===== config.mk =====
export PLATFORM = sky130hd
export DESIGN_NAME = dlist_fetch
export DESIGN_NICKNAME = d
export VERILOG_FILES = /design/src/rtl/dlist_fetch.sv
export SDC_FILE = /design/constraint.sdc
export NUM_CORES = 1
export LEC_CHECK = 0
export BUFFER_PORTS_ARGS = -buffer_cell sky130_fd_sc_hd__buf_2
export CORE_MARGIN = 4
export CORE_UTILIZATION = 55
export DETAILED_ROUTE_END_ITERATION = 6
export PLACE_DENSITY = 0.85
export SLEW_MARGIN = 20
export SYNTH_ARGS = -nofsm -noshare
export SYNTH_HDL_FRONTEND = slang
export SYNTH_SLANG_ARGS = --single-unit

===== constraint.sdc =====
create_clock -name Fphi0 -period 2.5 [get_ports Fphi0]
set_input_delay 0.125 -clock Fphi0 [delete_from_list [all_inputs] [get_ports Fphi0]]
set_output_delay 0.125 -clock Fphi0 [all_outputs]
set_load 0.01 [all_outputs]

===== src/rtl/dlist_fetch.sv =====
// dlist_fetch: ANTIC display-list DMA front end. Owns the display-list counter,
// fetches instruction/operand bytes on request from the mode translator, and
// assembles jump targets and memory-scan addresses from the fetched bytes.
module dlist_fetch #(
  parameter int WRAP_BITS = 10
) (
  input  logic        Fphi0,
  input  logic        RST,
  input  logic        dma_en,
  input  logic        cpu_wrL,
  input  logic        cpu_wrH,
  input  logic [7:0]  cpu_data,
  input  logic        loadIR,
  input  logic        loadDLISTL,
  input  logic        loadDLISTH,
  input  logic        loadMSRL,
  input  logic        loadMSRH,
  input  logic        DLISTjump,
  output logic        mem_req,
  output logic [15:0] mem_addr,
  input  logic        mem_ack,
  input  logic [7:0]  mem_data,
  output logic        halt,
  output logic [7:0]  IR,
  output logic        IR_rdy,
  output logic [15:0] MSR,
  output logic [15:0] dlist_ptr,
  output logic        overrun
);

  typedef enum logic [1:0] {S_IDLE, S_REQ, S_DONE} state_t;
  typedef enum logic [2:0] {D_IR, D_JL, D_JH, D_ML, D_MH} dest_t;

  state_t      state_q, state_d;
  dest_t       cur_dest_q, cur_dest_d;
  dest_t       pend_dest_q, pend_dest_d;
  logic        pend_v_q, pend_v_d;
  logic        ovr_q, ovr_d;
  logic [4:0]  ld_prev_q;
  logic        jprev_q;
  logic        jpend_q, jpend_d;
  logic [15:0] ptr_q, ptr_d;
  logic [15:0] jmp_q;
  logic [15:0] msr_q;
  logic [7:0]  ir_q;

  logic [4:0]  loads;
  logic [4:0]  rise;
  logic        trig;
  dest_t       trig_dest;
  logic        cap;
  logic        jump_req;

  // Only the low WRAP_BITS count; the upper bits pin the list to its 1K page.
  function automatic logic [15:0] wrap_inc(input logic [15:0] p);
    logic [WRAP_BITS-1:0] lo;
    lo = p[WRAP_BITS-1:0] + {{(WRAP_BITS-1){1'b0}}, 1'b1};
    return {p[15:WRAP_BITS], lo};
  endfunction

  assign loads    = {loadMSRH, loadMSRL, loadDLISTH, loadDLISTL, loadIR};
  assign rise     = loads & ~ld_prev_q;
  assign cap      = (state_q == S_REQ) && mem_ack;
  assign jump_req = (DLISTjump & ~jprev_q) | jpend_q;

  // Collapse simultaneous load edges into one trigger, operand loads first.
  always_comb begin
    trig      = 1'b1;
    trig_dest = D_IR;
    if (rise[1])      trig_dest = D_JL;
    else if (rise[2]) trig_dest = D_JH;
    else if (rise[3]) trig_dest = D_ML;
    else if (rise[4]) trig_dest = D_MH;
    else if (rise[0]) trig_dest = D_IR;
    else              trig      = 1'b0;
  end

  // Fetch sequencing plus the single-entry trigger queue and overrun flag.
  always_comb begin
    logic taken;
    logic deq;
    state_d     = state_q;
    cur_dest_d  = cur_dest_q;
    pend_v_d    = pend_v_q;
    pend_dest_d = pend_dest_q;
    ovr_d       = ovr_q;
    taken       = 1'b0;
    deq         = 1'b0;
    case (state_q)
      S_IDLE: begin
        if (dma_en && pend_v_q) begin
          state_d    = S_REQ;
          cur_dest_d = pend_dest_q;
          deq        = 1'b1;
        end else if (dma_en && trig) begin
          state_d    = S_REQ;
          cur_dest_d = trig_dest;
          taken      = 1'b1;
        end
      end
      S_REQ: begin
        if (mem_ack) state_d = S_DONE;
      end
      S_DONE: begin
        if (dma_en && pend_v_q) begin
          state_d    = S_REQ;
          cur_dest_d = pend_dest_q;
          deq        = 1'b1;
        end else begin
          state_d = S_IDLE;
        end
      end
      default: state_d = S_IDLE;
    endcase
    if (deq) pend_v_d = 1'b0;
    // A slot freed by this cycle's dequeue may be refilled at once.
    if (trig && !taken) begin
      if (!pend_v_q || deq) begin
        pend_v_d    = 1'b1;
        pend_dest_d = trig_dest;
      end else begin
        ovr_d = 1'b1;
      end
    end
  end

  // Counter next value: ack increment, then deferred jump, then CPU write on top.
  always_comb begin
    ptr_d   = ptr_q;
    jpend_d = jpend_q;
    if (cap) ptr_d = wrap_inc(ptr_q);
    if (jump_req) begin
      if (state_q != S_REQ) begin
        ptr_d   = jmp_q;
        jpend_d = 1'b0;
      end else begin
        jpend_d = 1'b1;
      end
    end
    if (cpu_wrL || cpu_wrH) begin
      ptr_d = ptr_q;
      if (cpu_wrL) ptr_d[7:0]  = cpu_data;
      if (cpu_wrH) ptr_d[15:8] = cpu_data;
    end
  end

  // Control state registers and edge-detect history.
  always_ff @(posedge Fphi0 or negedge RST) begin
    if (!RST) begin
      state_q     <= S_IDLE;
      cur_dest_q  <= D_IR;
      pend_dest_q <= D_IR;
      pend_v_q    <= 1'b0;
      ovr_q       <= 1'b0;
      ld_prev_q   <= '0;
      jprev_q     <= 1'b0;
      jpend_q     <= 1'b0;
    end else begin
      state_q     <= state_d;
      cur_dest_q  <= cur_dest_d;
      pend_dest_q <= pend_dest_d;
      pend_v_q    <= pend_v_d;
      ovr_q       <= ovr_d;
      ld_prev_q   <= loads;
      jprev_q     <= DLISTjump;
      jpend_q     <= jpend_d;
    end
  end

  // Datapath registers: counter and the byte steered by the latched destination.
  always_ff @(posedge Fphi0 or negedge RST) begin
    if (!RST) begin
      ptr_q <= '0;
      jmp_q <= '0;
      msr_q <= '0;
      ir_q  <= '0;
    end else begin
      ptr_q <= ptr_d;
      if (cap) begin
        ir_q <= mem_data;
        case (cur_dest_q)
          D_JL:    jmp_q[7:0]  <= mem_data;
          D_JH:    jmp_q[15:8] <= mem_data;
          D_ML:    msr_q[7:0]  <= mem_data;
          D_MH:    msr_q[15:8] <= mem_data;
          default: ;
        endcase
      end
    end
  end

  assign mem_req   = (state_q == S_REQ);
  assign mem_addr  = mem_req ? ptr_q : 16'h0000;
  assign halt      = mem_req;
  assign IR        = ir_q;
  assign IR_rdy    = (state_q == S_DONE);
  assign MSR       = msr_q;
  assign dlist_ptr = ptr_q;
  assign overrun   = ovr_q;

endmodule


# After elaboration in Yosys (flattened, before gate mapping)
# Cells that the tools add are included.
classes:
  addsub: 1
  mul: 0
  div: 0
  n_lt_le_gt_ge: 0
  n_eq_ne: 12
  shift: 0
  muxes: 34
  n_bitwise: 6
  reduce_logical: 19
op_table:
  columns: ["operator", "count"]
  rows:
  - ["16-bit two-way mux", 4]
  - ["3-bit two-way mux", 7]
  - ["8-bit two-way mux", 2]
  - ["1-bit two-way mux", 15]
  - ["2-bit AND reduction", 7]
  - ["10-bit by 1-bit adder with 10-bit output (second input constant)", 1]
  - ["10-bit two-way mux", 1]
  - ["3-bit by 2-bit equality test with 1-bit output (second input constant)", 2]
  - ["2-bit two-way mux", 3]
  - ["2-bit by 1-bit inequality test with 1-bit output (second input constant)", 3]
  - ["2-bit one-hot mux with 3 select lines", 1]
  - ["3-bit one-hot mux with 2 select lines", 1]
  - ["5-bit AND", 1]
  - ["5-bit NOT", 1]
  - ["1-bit logical AND", 4]
  - ["2-bit inequality test (second input constant)", 2]
  - ["3-bit by 1-bit equality test with 1-bit output (second input constant)", 1]
  - ["3-bit equality test (second input constant)", 1]
  - ["3-bit inequality test (second input constant)", 1]
  - ["3-bit AND reduction", 1]
  - ["2-bit by 1-bit equality test with 1-bit output (second input constant)", 1]
  - ["2-bit equality test (second input constant)", 1]
  - ["1-bit zero test", 2]
  - ["2-bit zero test", 1]
  - ["other kinds (6)", 8]
totals:
  regBits: 73
  latchBits: 0
  ramBits: 0
  romBits: 0
  in_bits: 28
  output_inout_bits: 60
  elab_cells: 87
  n_memories: 0

# Longest topological paths before layout
# Gate-level depths: netlist of the first run.
logic_depth:
  ltp_word: 14
  depth_mapped: 6
  ltp_nobuf: 5

# Worst setup path before layout of the first run
# No wires, ideal clock.
synth_path:
  kind: "register to register"
  startpoint: "reg state_q[0]"
  endpoint: "reg cur_dest_q[0]"
  setup_time_ns: 0.125
  t_arrival_ns: 1.391
  t_required_ns: 2.375
  setup_slack_ns: 0.984
  stages_incl_launch_ff: 5
  path_buffers: 0
  period_less_slack_ns: 1.516
  path_cell_list: "dfrtp_1 > nor2b_1 > a21o_1 > mux2_2 > mux2_4"
synth_via:
  elab_chain_len: 3
  word_cells_on_any_way: 7
  classes_between: "eq/ne (3); mux (1); reduce/logical (3)"
synth_lines:
  columns: ["element", "line", "text"]
  rows:
  - ["start: declaration", "34", "state_t state_q, state_d;"]
  - ["start signal: assignment", "159", "state_q <= state_d;"]
  - ["2-bit equality test (*)", null, null]
  - ["named net IR_rdy", "25", "output logic IR_rdy,"]
  - ["2-bit by 1-bit inequality test with 1-bit output (no source line) or 2-bit nonzero test (tied branches)", null, null]
  - ["3-bit AND reduction (no source line)", null, null]
  - ["end signal: assignment", "160", "cur_dest_q <= cur_dest_d;"]
  - ["end: declaration", "35", "dest_t cur_dest_q, cur_dest_d;"]
# The timed path passes the listed nets; every way through them passes the cells marked *.
# A chain may end at the register's enable or synchronous reset.

# Final worst setup path of the first run
layout_path:
  startpoint: "reg state_q[1]"
  endpoint: "out mem_addr[11]"
layout_via:
  elab_chain_len: 2
layout_lines:
  columns: ["element", "line", "text"]
  rows:
  - ["2-bit by 1-bit equality test with 1-bit output", "192", "assign mem_req = (state_q == S_REQ);"]
  - ["16-bit two-way mux", "193", "assign mem_addr = mem_req ? ptr_q : 16'h0000;"]
  - ["end: declaration", "20", "output logic [15:0] mem_addr,"]
# No other way between the ends.

==> impl_metrics.prom, run 1 <==
# TYPE chip_impl_metric gauge
chip_impl_metric{name="layout-area-overhead-vs-synth",unit="%"} 22.95
chip_impl_metric{name="setup_total_negative_slack",unit="ps"} 0
chip_impl_metric{name="clkSlewWorstSetupHoldPaths",unit="ps"} 80
chip_impl_metric{name="floorplan.io_pins",unit=""} 88
chip_impl_metric{name="ant_nets",unit=""} 0
chip_impl_metric{name="synth-async-reset-ratio",unit=""} 1.000
chip_impl_info{name="largest_family_of_logic_cells_by_synthesized_area",value="simple AND/OR/NAND/NOR gates"} 1
chip_impl_info{name="crit_type",value="flop to primary output"} 1
chip_impl_info{name="hp-class",value="primary input to flop"} 1
chip_impl_metric{name="dr.pass1.iters",unit=""} 5
chip_impl_metric{name="detail_route.iter0.violations",unit=""} 196
chip_impl_info{name="clock_tree.root_cell",value="sky130_fd_sc_hd__clkbuf_8"} 1
chip_impl_metric{name="combined_global_route_utilization_of_all_metal_layers",unit=""} 0.2305
chip_impl_metric{name="detail_route.wl_per_cell",unit="um"} 17.29
chip_impl_metric{name="floorplan.initialDensity",unit=""} 0.5737
chip_impl_metric{name="synth-simple-area-share",unit=""} 0.1578
chip_impl_metric{name="count_of_input_and_output_buffers",unit=""} 87
chip_impl_metric{name="placeableCoreArea",unit="um2"} 6026
chip_impl_metric{name="yosys-mux-area-fraction",unit=""} 0.1444
chip_impl_info{name="synth.largest_area_cell",value="sky130_fd_sc_hd__dfrtp_1"} 1
chip_impl_metric{name="syn_area",unit="um2"} 3457
chip_impl_metric{name="layout-drive-gt1-share",unit=""} 0.3768
chip_impl_metric{name="wirelength",unit="um"} 8454
chip_impl_metric{name="synth.lib_cells_used.distinct",unit=""} 51
chip_impl_metric{name="p_per_area",unit="nW/um2"} 969.8
chip_impl_metric{name="initial_antenna_violation_count",unit=""} 0
chip_impl_metric{name="post_synth_xor_area_fraction",unit=""} 0.01773
chip_impl_info{name="worst_setup_path_end_kind",value="primary output"} 1
chip_impl_metric{name="slew_viol_final",unit=""} 0
chip_impl_metric{name="postSynthNetCount",unit=""} 342
chip_impl_metric{name="tritoncts.num_buffers",unit=""} 9
chip_impl_metric{name="total_congestion_overflow_after_global_routing",unit=""} 0
chip_impl_info{name="yosys-top-cells-count",value="sky130_fd_sc_hd__dfrtp_1, sky130_fd_sc_hd__nand2_1, sky130_fd_sc_hd__mux2_2"} 1
chip_impl_metric{name="p_leak",unit="nW"} 2.126
chip_impl_info{name="synth-main-ff-cell",value="sky130_fd_sc_hd__dfrtp_1"} 1
chip_impl_metric{name="minimum_clock_period",unit="ps"} 1854
chip_impl_metric{name="avg_cell_area_syn",unit="um2"} 11.04
chip_impl_metric{name="place.gp.congestion",unit=""} 0.9579
chip_impl_metric{name="postSynthRegisterBits",unit=""} 73
chip_impl_metric{name="max_cap_viols",unit=""} 0
chip_impl_metric{name="clock_path_buffers",unit=""} 2
chip_impl_metric{name="fp.dieArea",unit="um2"} 7618
chip_impl_metric{name="cts-resized-gates",unit=""} 0
chip_impl_metric{name="postSynthCellCount",unit=""} 313
chip_impl_metric{name="synthDominantCellAreaShare",unit=""} 0.5284
chip_impl_metric{name="yosysSeqAreaShare",unit=""} 0.5284
chip_impl_info{name="post_synth_main_area_contributors",value="sky130_fd_sc_hd__dfrtp_1, sky130_fd_sc_hd__mux2_2, sky130_fd_sc_hd__nand2_1, sky130_fd_sc_hd__and2_1, sky130_fd_sc_hd__o21ai_0"} 1
chip_impl_metric{name="die-width",unit="um"} 87.28
chip_impl_metric{name="critPathMaxFanout",unit=""} 16
chip_impl_metric{name="maximum_number_of_pins_on_one_net_before_global_route_repair",unit=""} 46
chip_impl_metric{name="reg2reg_depth",unit=""} 5
chip_impl_info{name="tritoncts",value="yes"} 1
chip_impl_metric{name="synth_compound_gate_area_share",unit=""} 0.1173
chip_impl_metric{name="drc_errors",unit=""} 0
chip_impl_metric{name="timing.final.hold_violations",unit=""} 0
chip_impl_metric{name="worst_max_slew_pin_slew",unit="ps"} 673.6
chip_impl_metric{name="slew_headroom",unit=""} 0.5462
chip_impl_metric{name="later_pin_clock_latency_in_the_skew_report",unit="ps"} 340
chip_impl_metric{name="synth-edff-count",unit=""} 0
chip_impl_metric{name="final-setup-viol-count",unit=""} 0
chip_impl_metric{name="vias_per_cell",unit=""} 5.732
chip_impl_metric{name="vdd.ir_drop.worst",unit="mV"} 0.6858
chip_impl_metric{name="critPathArrivalTime",unit="ps"} 1730
chip_impl_metric{name="first_pass_grt_wire_length",unit="um"} 13470
chip_impl_metric{name="via_count_of_the_first_global_routing_pass",unit=""} 2774
chip_impl_metric{name="detailroute.via_count",unit=""} 2803
chip_impl_info{name="start_kind",value="flop"} 1
chip_impl_metric{name="finish.net_count",unit=""} 439
chip_impl_metric{name="row_count",unit=""} 28
chip_impl_metric{name="maxClockFrequency",unit="MHz"} 539.4
chip_impl_metric{name="fin_worst_hold_slack",unit="ps"} 18.04
chip_impl_info{name="synth_most_common_cell",value="sky130_fd_sc_hd__dfrtp_1"} 1
chip_impl_metric{name="clock_sinks",unit=""} 73
chip_impl_info{name="run_status",value="complete, no violations"} 1
chip_impl_metric{name="critical_path_required",unit="ps"} 2380
chip_impl_metric{name="insertedDiodeCount",unit=""} 0
chip_impl_metric{name="detailed_place_hpwl",unit="um"} 6101
chip_impl_metric{name="die_h",unit="um"} 87.28
chip_impl_metric{name="skew",unit="ps"} 8.776
chip_impl_metric{name="yosys.area_share.adder",unit=""} 0.003619
chip_impl_metric{name="post-route-period-util",unit=""} 0.7416
chip_impl_info{name="rsz_0062_raised_after_global_routing",value="no"} 1
chip_impl_metric{name="clock_tree.htree_level_count",unit=""} 3
chip_impl_metric{name="holdPathStages",unit=""} 3
chip_impl_metric{name="total_of_warnings_raised_by_yosys",unit=""} 0
[layout make-up]
cell class / count / area (um2)
sequential: 73 / 1827
fill: 443 / 1775
inverter: 14 / 52.55
clock inverter: 4 / 51.30
multi-input combinational: 214 / 1524
clock buffer: 11 / 151.4
timing repair buffer: 98 / 550.5
tap: 75 / 93.84
[worst paths after layout]
kind / from / endpoint / slack [ps]
worst max-delay path: state_q[1]$_DFFE_PN0P_ / mem_addr[11] / 650
worst min-delay path: cpu_data[4] / dlist_ptr[12]$_DFFE_PN0P_ / 20
worst max register to register: state_q[1]$_DFFE_PN0P_ / dlist_ptr[7]$_DFFE_PN0P_ / 650
worst min register to register: overrun$_DFFE_PN0P_ / overrun$_DFFE_PN0P_ / 470
max in group asynchronous: RST / dlist_ptr[11]$_DFFE_PN0P_ / 1490
min in group asynchronous: RST / ld_prev_q[1]$_DFF_PN0_ / 340
[per-stage QoR]
stage / cells / setup slack [ps] / utilization / cell area [um2] / total power, mW
3_3_place_gp: 466 / 738.9 / 0.6584 / 3968 / 3.104
5_1_grt: 489 / 475.3 / 0.7054 / 4250 / 4.356
6_report: 489 / 645.9 / 0.7054 / 4250 / 4.122
2_1_floorplan: 313 / 983.7 / - / 3457 / 2.642
4_1_cts: 489 / 644.2 / 0.7054 / 4250 / 4.137
3_5_place_dp: 466 / 695.1 / 0.6584 / 3968 / 3.177
[critical path: stages (launching register included)]
cell and delay, ps:
sky130_fd_sc_hd__dfrtp_1 420, sky130_fd_sc_hd__nand2b_1 400, sky130_fd_sc_hd__inv_2 220, sky130_fd_sc_hd__and2_1 210, sky130_fd_sc_hd__buf_2 130
[logic make-up (layout without fill, tap and decap cells)]
kind of cell,count (synthesis),after routing
muxes,44,44
and+or+nand+nor,104,104
xor gates and xnor gates,7,7
AOI/OAI and AO/OA,58,58
buffers and inverters,26,127
adders and majority gates,1,1
DFF,73,73
[placed cells by master (no fill, tap or decap), drive strengths merged, types with 7 or more instances in the layout]
| cell | count |
|---|---|
| nor3 | 7 |
| buf | 90 |
| a21oi | 10 |
| nand2 | 45 |
| o21ai | 15 |
| nor2b | 8 |
| mux2 | 38 |
| and2 | 12 |
| dlygate4sd3 | 8 |
| nor2 | 10 |
| clkbuf | 11 |
| inv | 15 |
| dfrtp | 73 |
[registers in the layout, summed over array words and instances, names as in the netlist]
signal and cells:
dlist_ptr 16, MSR 16, pend_v_q 1, cur_dest_q 3, overrun 1, jmp_q 16, state_q 2, pend_dest_q 3
ld_prev_q 5, jprev_q 1, IR 8, jpend_q 1
[layer usage]
| layer | track usage | vias up | part of all wire |
|---|---|---|---|
| met1 | 0.3094 | 1352 | 0.42 |
| met3 | 0.05771 | 17 | 0.081 |
| met4 | 0.07950 | 0 | 0.019 |
| met2 | 0.3658 | 139 | 0.48 |
| li1 | - | 1295 | - |
| met5 | 0 | - | 0 |
[power breakdown]
part           switching (mW)  internal [mW]
Sequential              0.311           1.59
Clock                   0.432          0.512
Combinational           0.641          0.637
[repair_timing]
| action | 4_1_cts | 5_1_grt |
|---|---|---|
| hold buffers | 8 | 0 |
| setup buffers | 0 | 0 |
| endpoints found under the hold margin | 35 | 0 |
(Power assumes the default switching activity.)
==> inputs of run 2 (changes only) <==
- ABC_AREA: default -> 1
- CORE_UTILIZATION: 55 -> 48
- PLACE_DENSITY: 0.85 -> 0.79
- clock period: 2.5 -> 1.5 ns (I/O delays scaled with it)
==> run 2 against run 1 <==
  * Flip-flop and latch count unchanged
  * Core utilization down 7.8 points
  * Final area up 6.4%
  * Largest cell class unchanged
  * Highest routed layer unchanged
==> impl_metrics.prom, run 2 <==
# TYPE chip_impl_metric gauge
chip_impl_metric{name="detailroute.via_count",unit=""} 3156
chip_impl_metric{name="synth-async-reset-ratio",unit=""} 1.000
chip_impl_info{name="post_synth_main_area_contributors",value="sky130_fd_sc_hd__dfrtp_1, sky130_fd_sc_hd__nand2_1, sky130_fd_sc_hd__inv_1, sky130_fd_sc_hd__nor2_1, sky130_fd_sc_hd__o21ai_1"} 1
chip_impl_info{name="top_library_cells_by_usage_in_the_layout_fill_and_taps_aside",value="sky130_fd_sc_hd__nand2_1, sky130_fd_sc_hd__buf_2, sky130_fd_sc_hd__dfrtp_1"} 1
chip_impl_metric{name="via_count_of_the_first_global_routing_pass",unit=""} 3069
chip_impl_metric{name="postSynthCellCount",unit=""} 429
chip_impl_metric{name="detailed_place.area",unit="um2"} 4085
chip_impl_metric{name="maximum_number_of_pins_on_one_net_before_global_route_repair",unit=""} 74
chip_impl_metric{name="skew",unit="ps"} 11.28
chip_impl_metric{name="tritoncts.num_buffers",unit=""} 9
chip_impl_metric{name="postSynthNetCount",unit=""} 458
chip_impl_info{name="crit_type",value="flop to primary output"} 1
chip_impl_metric{name="initial_antenna_violation_count",unit=""} 0
chip_impl_metric{name="wirelength",unit="um"} 8850
chip_impl_metric{name="synthDominantCellAreaShare",unit=""} 0.5143
chip_impl_metric{name="vdd.ir_drop.worst",unit="mV"} 1.048
chip_impl_metric{name="pre_cts_ws",unit="ps"} 2.457
chip_impl_metric{name="finish.net_count",unit=""} 564
chip_impl_info{name="synth.largest_area_cell",value="sky130_fd_sc_hd__dfrtp_1"} 1
chip_impl_metric{name="count_of_input_and_output_buffers",unit=""} 87
chip_impl_metric{name="detailed_place_hpwl",unit="um"} 6150
chip_impl_metric{name="die-width",unit="um"} 94.03
chip_impl_info{name="run_status",value="complete, no violations"} 1
chip_impl_metric{name="place.gp.congestion",unit=""} 0.8277
chip_impl_info{name="yosys-top-cells-count",value="sky130_fd_sc_hd__nand2_1, sky130_fd_sc_hd__dfrtp_1, sky130_fd_sc_hd__inv_1"} 1
chip_impl_metric{name="fin_worst_hold_slack",unit="ps"} 55.76
chip_impl_metric{name="slew_viol_final",unit=""} 0
chip_impl_metric{name="slew_headroom",unit=""} 0.7457
chip_impl_metric{name="maxClockFrequency",unit="MHz"} 689.0
chip_impl_metric{name="drc_errors",unit=""} 0
chip_impl_metric{name="ant_nets",unit=""} 0
chip_impl_metric{name="placeableCoreArea",unit="um2"} 7214
chip_impl_metric{name="detail_route.iter0.violations",unit=""} 204
chip_impl_metric{name="max_cap_viols",unit=""} 0
chip_impl_metric{name="clkSlewWorstSetupHoldPaths",unit="ps"} 90
chip_impl_metric{name="fp.dieArea",unit="um2"} 8841
chip_impl_metric{name="first_pass_grt_wire_length",unit="um"} 14490
chip_impl_metric{name="layout-area-overhead-vs-synth",unit="%"} 27.33
chip_impl_info{name="hp-class",value="primary input to flop"} 1
chip_impl_info{name="start_kind",value="flop"} 1
chip_impl_info{name="clock_tree.root_cell",value="sky130_fd_sc_hd__clkbuf_8"} 1
chip_impl_metric{name="avg_cell_area_syn",unit="um2"} 8.280
chip_impl_metric{name="floorplan.io_pins",unit=""} 88
chip_impl_metric{name="filler_cell_count",unit=""} 610
chip_impl_metric{name="dr.pass1.iters",unit=""} 4
chip_impl_metric{name="total_congestion_overflow_after_global_routing",unit=""} 0
chip_impl_metric{name="p_per_area",unit="nW/um2"} 1733
chip_impl_metric{name="row_count",unit=""} 31
chip_impl_metric{name="insertedDiodeCount",unit=""} 0
chip_impl_metric{name="layout-drive-gt1-share",unit=""} 0.2889
chip_impl_metric{name="yosysSeqAreaShare",unit=""} 0.5143
chip_impl_metric{name="setup_ws",unit="ps"} 48.72
chip_impl_info{name="most_common_library_cell_in_the_layout_ignoring_fill_and_taps",value="sky130_fd_sc_hd__nand2_1"} 1
chip_impl_metric{name="minimum_clock_period",unit="ps"} 1451
chip_impl_info{name="worst_setup_path_end_kind",value="primary output"} 1
chip_impl_metric{name="post-route-period-util",unit=""} 0.9675
chip_impl_metric{name="postSynthRegisterBits",unit=""} 73
chip_impl_metric{name="timing.final.hold_violations",unit=""} 0
chip_impl_metric{name="layout.cell_area.non_filler",unit="um2"} 4523
chip_impl_metric{name="critPathArrivalTime",unit="ps"} 1380
chip_impl_metric{name="later_pin_clock_latency_in_the_skew_report",unit="ps"} 350
chip_impl_metric{name="layout.core_utilization",unit=""} 0.6270
chip_impl_metric{name="die_h",unit="um"} 94.03
chip_impl_metric{name="clock_tree.htree_level_count",unit=""} 3
chip_impl_metric{name="floorplan.initialDensity",unit=""} 0.4924
chip_impl_metric{name="total_of_warnings_raised_by_yosys",unit=""} 0
chip_impl_metric{name="critPathMaxFanout",unit=""} 16
chip_impl_metric{name="clock_path_buffers",unit=""} 2
chip_impl_metric{name="setup_total_negative_slack",unit="ps"} 0
chip_impl_metric{name="synth.lib_cells_used.distinct",unit=""} 33
chip_impl_metric{name="vias_per_cell",unit=""} 4.939
chip_impl_metric{name="detail_route.wl_per_cell",unit="um"} 13.85
chip_impl_info{name="tritoncts",value="yes"} 1
chip_impl_info{name="rsz_0062_raised_after_global_routing",value="yes"} 1
chip_impl_metric{name="p_leak",unit="nW"} 2.400
chip_impl_metric{name="final-setup-viol-count",unit=""} 0
chip_impl_metric{name="clock_sinks",unit=""} 73
chip_impl_metric{name="critical_path_required",unit="ps"} 1420
chip_impl_info{name="synth_most_common_cell",value="sky130_fd_sc_hd__nand2_1"} 1
chip_impl_info{name="synth-main-ff-cell",value="sky130_fd_sc_hd__dfrtp_1"} 1
chip_impl_metric{name="combined_global_route_utilization_of_all_metal_layers",unit=""} 0.2082
chip_impl_metric{name="syn_area",unit="um2"} 3552
chip_impl_metric{name="worst_max_slew_pin_slew",unit="ps"} 381.5
chip_impl_metric{name="synth-edff-count",unit=""} 0
## run 2: worst paths after layout
kind,from,slack [ps],depth (start not counted),endpoint
worst max-delay path,state_q[1]$_DFFE_PN0P_,50,5,mem_addr[11]
min in group asynchronous,RST,290,3,cur_dest_q[1]$_DFFE_PN0P_
worst max register to register,dlist_ptr[0]$_DFFE_PN0P_,100,9,dlist_ptr[8]$_DFFE_PN0P_
worst min register to register,overrun$_DFFE_PN0P_,470,1,overrun$_DFFE_PN0P_
max in group asynchronous,RST,900,3,dlist_ptr[3]$_DFFE_PN0P_
worst min-delay path,mem_data[6],60,3,MSR[6]$_DFFE_PN0P_
## run 2: cell type report
cell class	instances	area (um2)	share of cell area
multi-input cells	279	1458	0.3223
clock buffers	9	123.9	0.02739
inverters	66	259.0	0.05726
clock inverters	7	83.83	0.01853
well taps	99	123.9	0.02739
flip-flops and latches	73	1831	0.4047
repair buffers	106	644.4	0.1425
## run 2: cells by family after synthesis
group / after synthesis / synth area share
AOI/OAI and AO/OA: 88 / 0.1398
xor gates and xnor gates: 1 / 0.002466
adders and majority gates: 1 / 0.003522
buffers and inverters: 78 / 0.09475
DFF: 73 / 0.5143
and+or+nand+nor: 188 / 0.2452
## run 2: what timing repair did
item / 4_1_cts / 5_1_grt
resized for setup: 2 / 22
endpoints found under the hold margin: 82 / 0
setup buffers: 0 / 3
pin swaps: 1 / 2
setup endpoints to repair: 4 / 35
hold buffers: 10 / 0
cloned: 0 / 1
## run 2: report_power, final
part           internal, mW  total (mW)  switching (mW)
clock network         0.804        1.63           0.831
registers              2.67        3.20           0.523
logic                  1.19        3.01            1.82
## run 2: per-layer routing
metal / vias up / track usage / wire length [um]
li1: 1585 / - / -
met1: 1444 / 0.2824 / 3809
met3: 10 / 0.05288 / 745
met2: 117 / 0.3306 / 4205
met5: - / 0 / 0
met4: 0 / 0.06137 / 89
## run 2: per-stage QoR
step | std cells | power, mW
3_5_place_dp | 609 | 5.956
3_3_place_gp | 609 | 5.836
5_1_grt | 639 | 8.398
6_report | 639 | 7.837
2_1_floorplan | 429 | 4.927
4_1_cts | 635 | 7.635
## run 2: critical path, cell delays in order (launching register included)
cell and delay [ps]:
sky130_fd_sc_hd__dfrtp_1 400, sky130_fd_sc_hd__inv_2 120, sky130_fd_sc_hd__nand2_4 110, sky130_fd_sc_hd__buf_12 170
sky130_fd_sc_hd__nor2_1 90, sky130_fd_sc_hd__buf_2 130
==> inputs of run 3 (changes only) <==
- RECOVER_POWER: default -> 50
==> run 3 against run 2 <==
  * Sequential power about the same
  * Worst setup slack gained 3.3 ps
  * Final cell count unchanged
  * Fmax rose by 0.23%
  * Register-to-register slack about the same
  * Sequential share of layout area rose by 0.36 points
==> impl_metrics.prom, run 3 (same netlist as run 2, synthesis figures left out) <==
# TYPE chip_impl_metric gauge
chip_impl_info{name="hp-class",value="primary input to flop"} 1
chip_impl_info{name="timing.hold.worst.start",value="mem_data[6]"} 1
chip_impl_metric{name="dr.pass1.iters",unit=""} 5
chip_impl_metric{name="clock_path_buffers",unit=""} 2
chip_impl_metric{name="die_h",unit="um"} 94.03
chip_impl_metric{name="layout.core_utilization",unit=""} 0.6214
chip_impl_metric{name="row_count",unit=""} 31
chip_impl_metric{name="total_congestion_overflow_after_global_routing",unit=""} 0
chip_impl_metric{name="number_of_placed_instances_with_taps_included",unit=""} 609
chip_impl_metric{name="initial_antenna_violation_count",unit=""} 0
chip_impl_metric{name="p_leak",unit="nW"} 2.323
chip_impl_metric{name="detailroute.via_count",unit=""} 3180
chip_impl_metric{name="wirelength",unit="um"} 8845
chip_impl_metric{name="maximum_number_of_pins_on_one_net_before_global_route_repair",unit=""} 74
chip_impl_metric{name="rrSetupSlack",unit="ps"} 100
chip_impl_metric{name="floorplan.initialDensity",unit=""} 0.4924
chip_impl_metric{name="detail_route.wl_per_cell",unit="um"} 13.84
chip_impl_info{name="worst_setup_path_end_kind",value="primary output"} 1
chip_impl_metric{name="skew",unit="ps"} 12.21
chip_impl_metric{name="clock_sinks",unit=""} 73
chip_impl_metric{name="tritoncts.num_buffers",unit=""} 9
chip_impl_info{name="run_status",value="complete, no violations"} 1
chip_impl_metric{name="setup_total_negative_slack",unit="ps"} 0
chip_impl_metric{name="holdPathStages",unit=""} 3
chip_impl_info{name="worst_hold_path.endpoint",value="MSR[6]$_DFFE_PN0P_"} 1
chip_impl_metric{name="worst_max_slew_pin_slew",unit="ps"} 990.9
chip_impl_metric{name="floorplan.io_pins",unit=""} 88
chip_impl_metric{name="layout-area-overhead-vs-synth",unit="%"} 26.21
chip_impl_metric{name="max_cap_viols",unit=""} 0
chip_impl_metric{name="layout-drive-gt1-share",unit=""} 0.2481
chip_impl_info{name="start_kind",value="flop"} 1
chip_impl_metric{name="post-route-period-util",unit=""} 0.9653
chip_impl_info{name="most_common_library_cell_in_the_layout_ignoring_fill_and_taps",value="sky130_fd_sc_hd__nand2_1"} 1
chip_impl_metric{name="insertedDiodeCount",unit=""} 0
chip_impl_info{name="critPathTopFamily",value="buffers and inverters"} 1
chip_impl_metric{name="fp.dieArea",unit="um2"} 8841
chip_impl_metric{name="clock_tree.htree_level_count",unit=""} 3
chip_impl_metric{name="final-setup-viol-count",unit=""} 0
chip_impl_info{name="crit_type",value="flop to primary output"} 1
chip_impl_metric{name="critPathArrivalTime",unit="ps"} 1370
chip_impl_metric{name="vdd.ir_drop.worst",unit="mV"} 1.033
chip_impl_info{name="tritoncts",value="yes"} 1
chip_impl_metric{name="critPathBufInv",unit=""} 3
chip_impl_metric{name="pre_cts_ws",unit="ps"} 2.457
chip_impl_info{name="regToRegStartpoint",value="dlist_ptr[0]$_DFFE_PN0P_"} 1
chip_impl_metric{name="die-width",unit="um"} 94.03
chip_impl_info{name="worstReg2RegEnd",value="dlist_ptr[8]$_DFFE_PN0P_"} 1
chip_impl_metric{name="detailed_place_hpwl",unit="um"} 6150
chip_impl_metric{name="detail_route.iter0.violations",unit=""} 194
chip_impl_metric{name="filler_cell_count",unit=""} 622
chip_impl_metric{name="minimum_clock_period",unit="ps"} 1448
chip_impl_metric{name="first_pass_grt_wire_length",unit="um"} 14490
chip_impl_metric{name="finish.net_count",unit=""} 564
chip_impl_metric{name="critical_path_required",unit="ps"} 1420
chip_impl_info{name="cp_slowest_cell",value="sky130_fd_sc_hd__dfrtp_1"} 1
chip_impl_metric{name="p_per_area",unit="nW/um2"} 1736
chip_impl_metric{name="timing.final.hold_violations",unit=""} 0
chip_impl_metric{name="vias_per_cell",unit=""} 4.977
chip_impl_metric{name="post_layout_nonfiller_instances",unit=""} 639
chip_impl_info{name="timing.critical_path.cells",value="inv_2 > nand2_4 > buf_12 > nor2_1 > buf_2"} 1
chip_impl_info{name="rsz_0062_raised_after_global_routing",value="yes"} 1
chip_impl_metric{name="reg2reg_depth",unit=""} 9
chip_impl_metric{name="placeableCoreArea",unit="um2"} 7214
chip_impl_metric{name="ant_nets",unit=""} 0
chip_impl_metric{name="via_count_of_the_first_global_routing_pass",unit=""} 3069
chip_impl_metric{name="later_pin_clock_latency_in_the_skew_report",unit="ps"} 350
chip_impl_metric{name="slew_viol_final",unit=""} 0
chip_impl_metric{name="critPathMaxFanout",unit=""} 16
chip_impl_metric{name="count_of_input_and_output_buffers",unit=""} 87
chip_impl_metric{name="critical_path.max_stage_delay",unit="ps"} 400
chip_impl_metric{name="slew_headroom",unit=""} 0.3394
chip_impl_metric{name="setup_ws",unit="ps"} 52.00
chip_impl_metric{name="maxClockFrequency",unit="MHz"} 690.6
chip_impl_info{name="clock_tree.root_cell",value="sky130_fd_sc_hd__clkbuf_8"} 1
chip_impl_metric{name="drc_errors",unit=""} 0
chip_impl_metric{name="combined_global_route_utilization_of_all_metal_layers",unit=""} 0.2082
chip_impl_metric{name="clkSlewWorstSetupHoldPaths",unit="ps"} 90
chip_impl_info{name="top_library_cells_by_usage_in_the_layout_fill_and_taps_aside",value="sky130_fd_sc_hd__nand2_1, sky130_fd_sc_hd__dfrtp_1, sky130_fd_sc_hd__buf_2"} 1
chip_impl_metric{name="place.gp.congestion",unit=""} 0.8277
==> run 3: worst max-delay path by stage <==
| stage | from | end | cells past startpoint |
|---|---|---|---|
| 2_1_floorplan | dlist_ptr[1]$_DFFE_PN0P_ | dlist_ptr[8]$_DFFE_PN0P_ | 9 |
| 3_3_place_gp | dlist_ptr[0]$_DFFE_PN0P_ | dlist_ptr[8]$_DFFE_PN0P_ | 9 |
| 3_5_place_dp | dlist_ptr[0]$_DFFE_PN0P_ | dlist_ptr[8]$_DFFE_PN0P_ | 9 |
| 4_1_cts | state_q[1]$_DFFE_PN0P_ | mem_addr[14] | 5 |
| 5_1_grt | dlist_ptr[0]$_DFFE_PN0P_ | dlist_ptr[8]$_DFFE_PN0P_ | 9 |
| 6_report | state_q[1]$_DFFE_PN0P_ | mem_addr[11] | 5 |
==> run 3: worst register-to-register path: cells and delay by family, from the launching register on <==
kind,cells,cell delay (ps)
simple gates,7,560
fa+ha+maj,1,230
flops,1,420
compound gates,1,120
==> run 3: metal layers <==
| metal | vias up | GRT usage | share of wire |
|---|---|---|---|
| li1 | 1583 | - | - |
| met1 | 1462 | 0.2824 | 0.43 |
| met2 | 125 | 0.3306 | 0.48 |
| met3 | 10 | 0.05288 | 0.079 |
| met4 | 0 | 0.06137 | 0.010 |
| met5 | - | 0 | 0 |
==> run 3: layout make-up <==
class	instances	area, um2	share of cell area
inverters	66	259.0	0.05777
clock inverters	7	83.83	0.01870
well taps	99	123.9	0.02763
clock buffers	9	123.9	0.02763
repair buffers	106	604.3	0.1348
multi-input cells	279	1458	0.3251
flip-flops and latches	73	1831	0.4083
==> run 3: timing repair <==
action	4_1_cts	5_1_grt
pin swaps	1	2
buffers inserted	0	3
setup endpoints to repair	4	35
cloned	0	1
resized for setup	2	22
endpoints found under the hold margin	82	0
hold buffers	10	0
==> run 3: power by group <==
group          internal, mW  switching (mW)  leakage (nW)
sequential             2.67           0.527         0.894
clock                 0.804           0.833         0.103
combinational          1.12            1.82          1.33
total                  4.60            3.18          2.32
==> run 3: stage by stage <==
stage          instance area (um2)  hold WS, ps  power [mW]
5_1_grt                       4483        64.29       8.341
4_1_cts                       4399        36.68       7.635
3_3_place_gp                  4085        133.0       5.836
6_report                      4483        57.55       7.781
2_1_floorplan                 3552       -220.6       4.927
3_5_place_dp                  4085        137.1       5.956
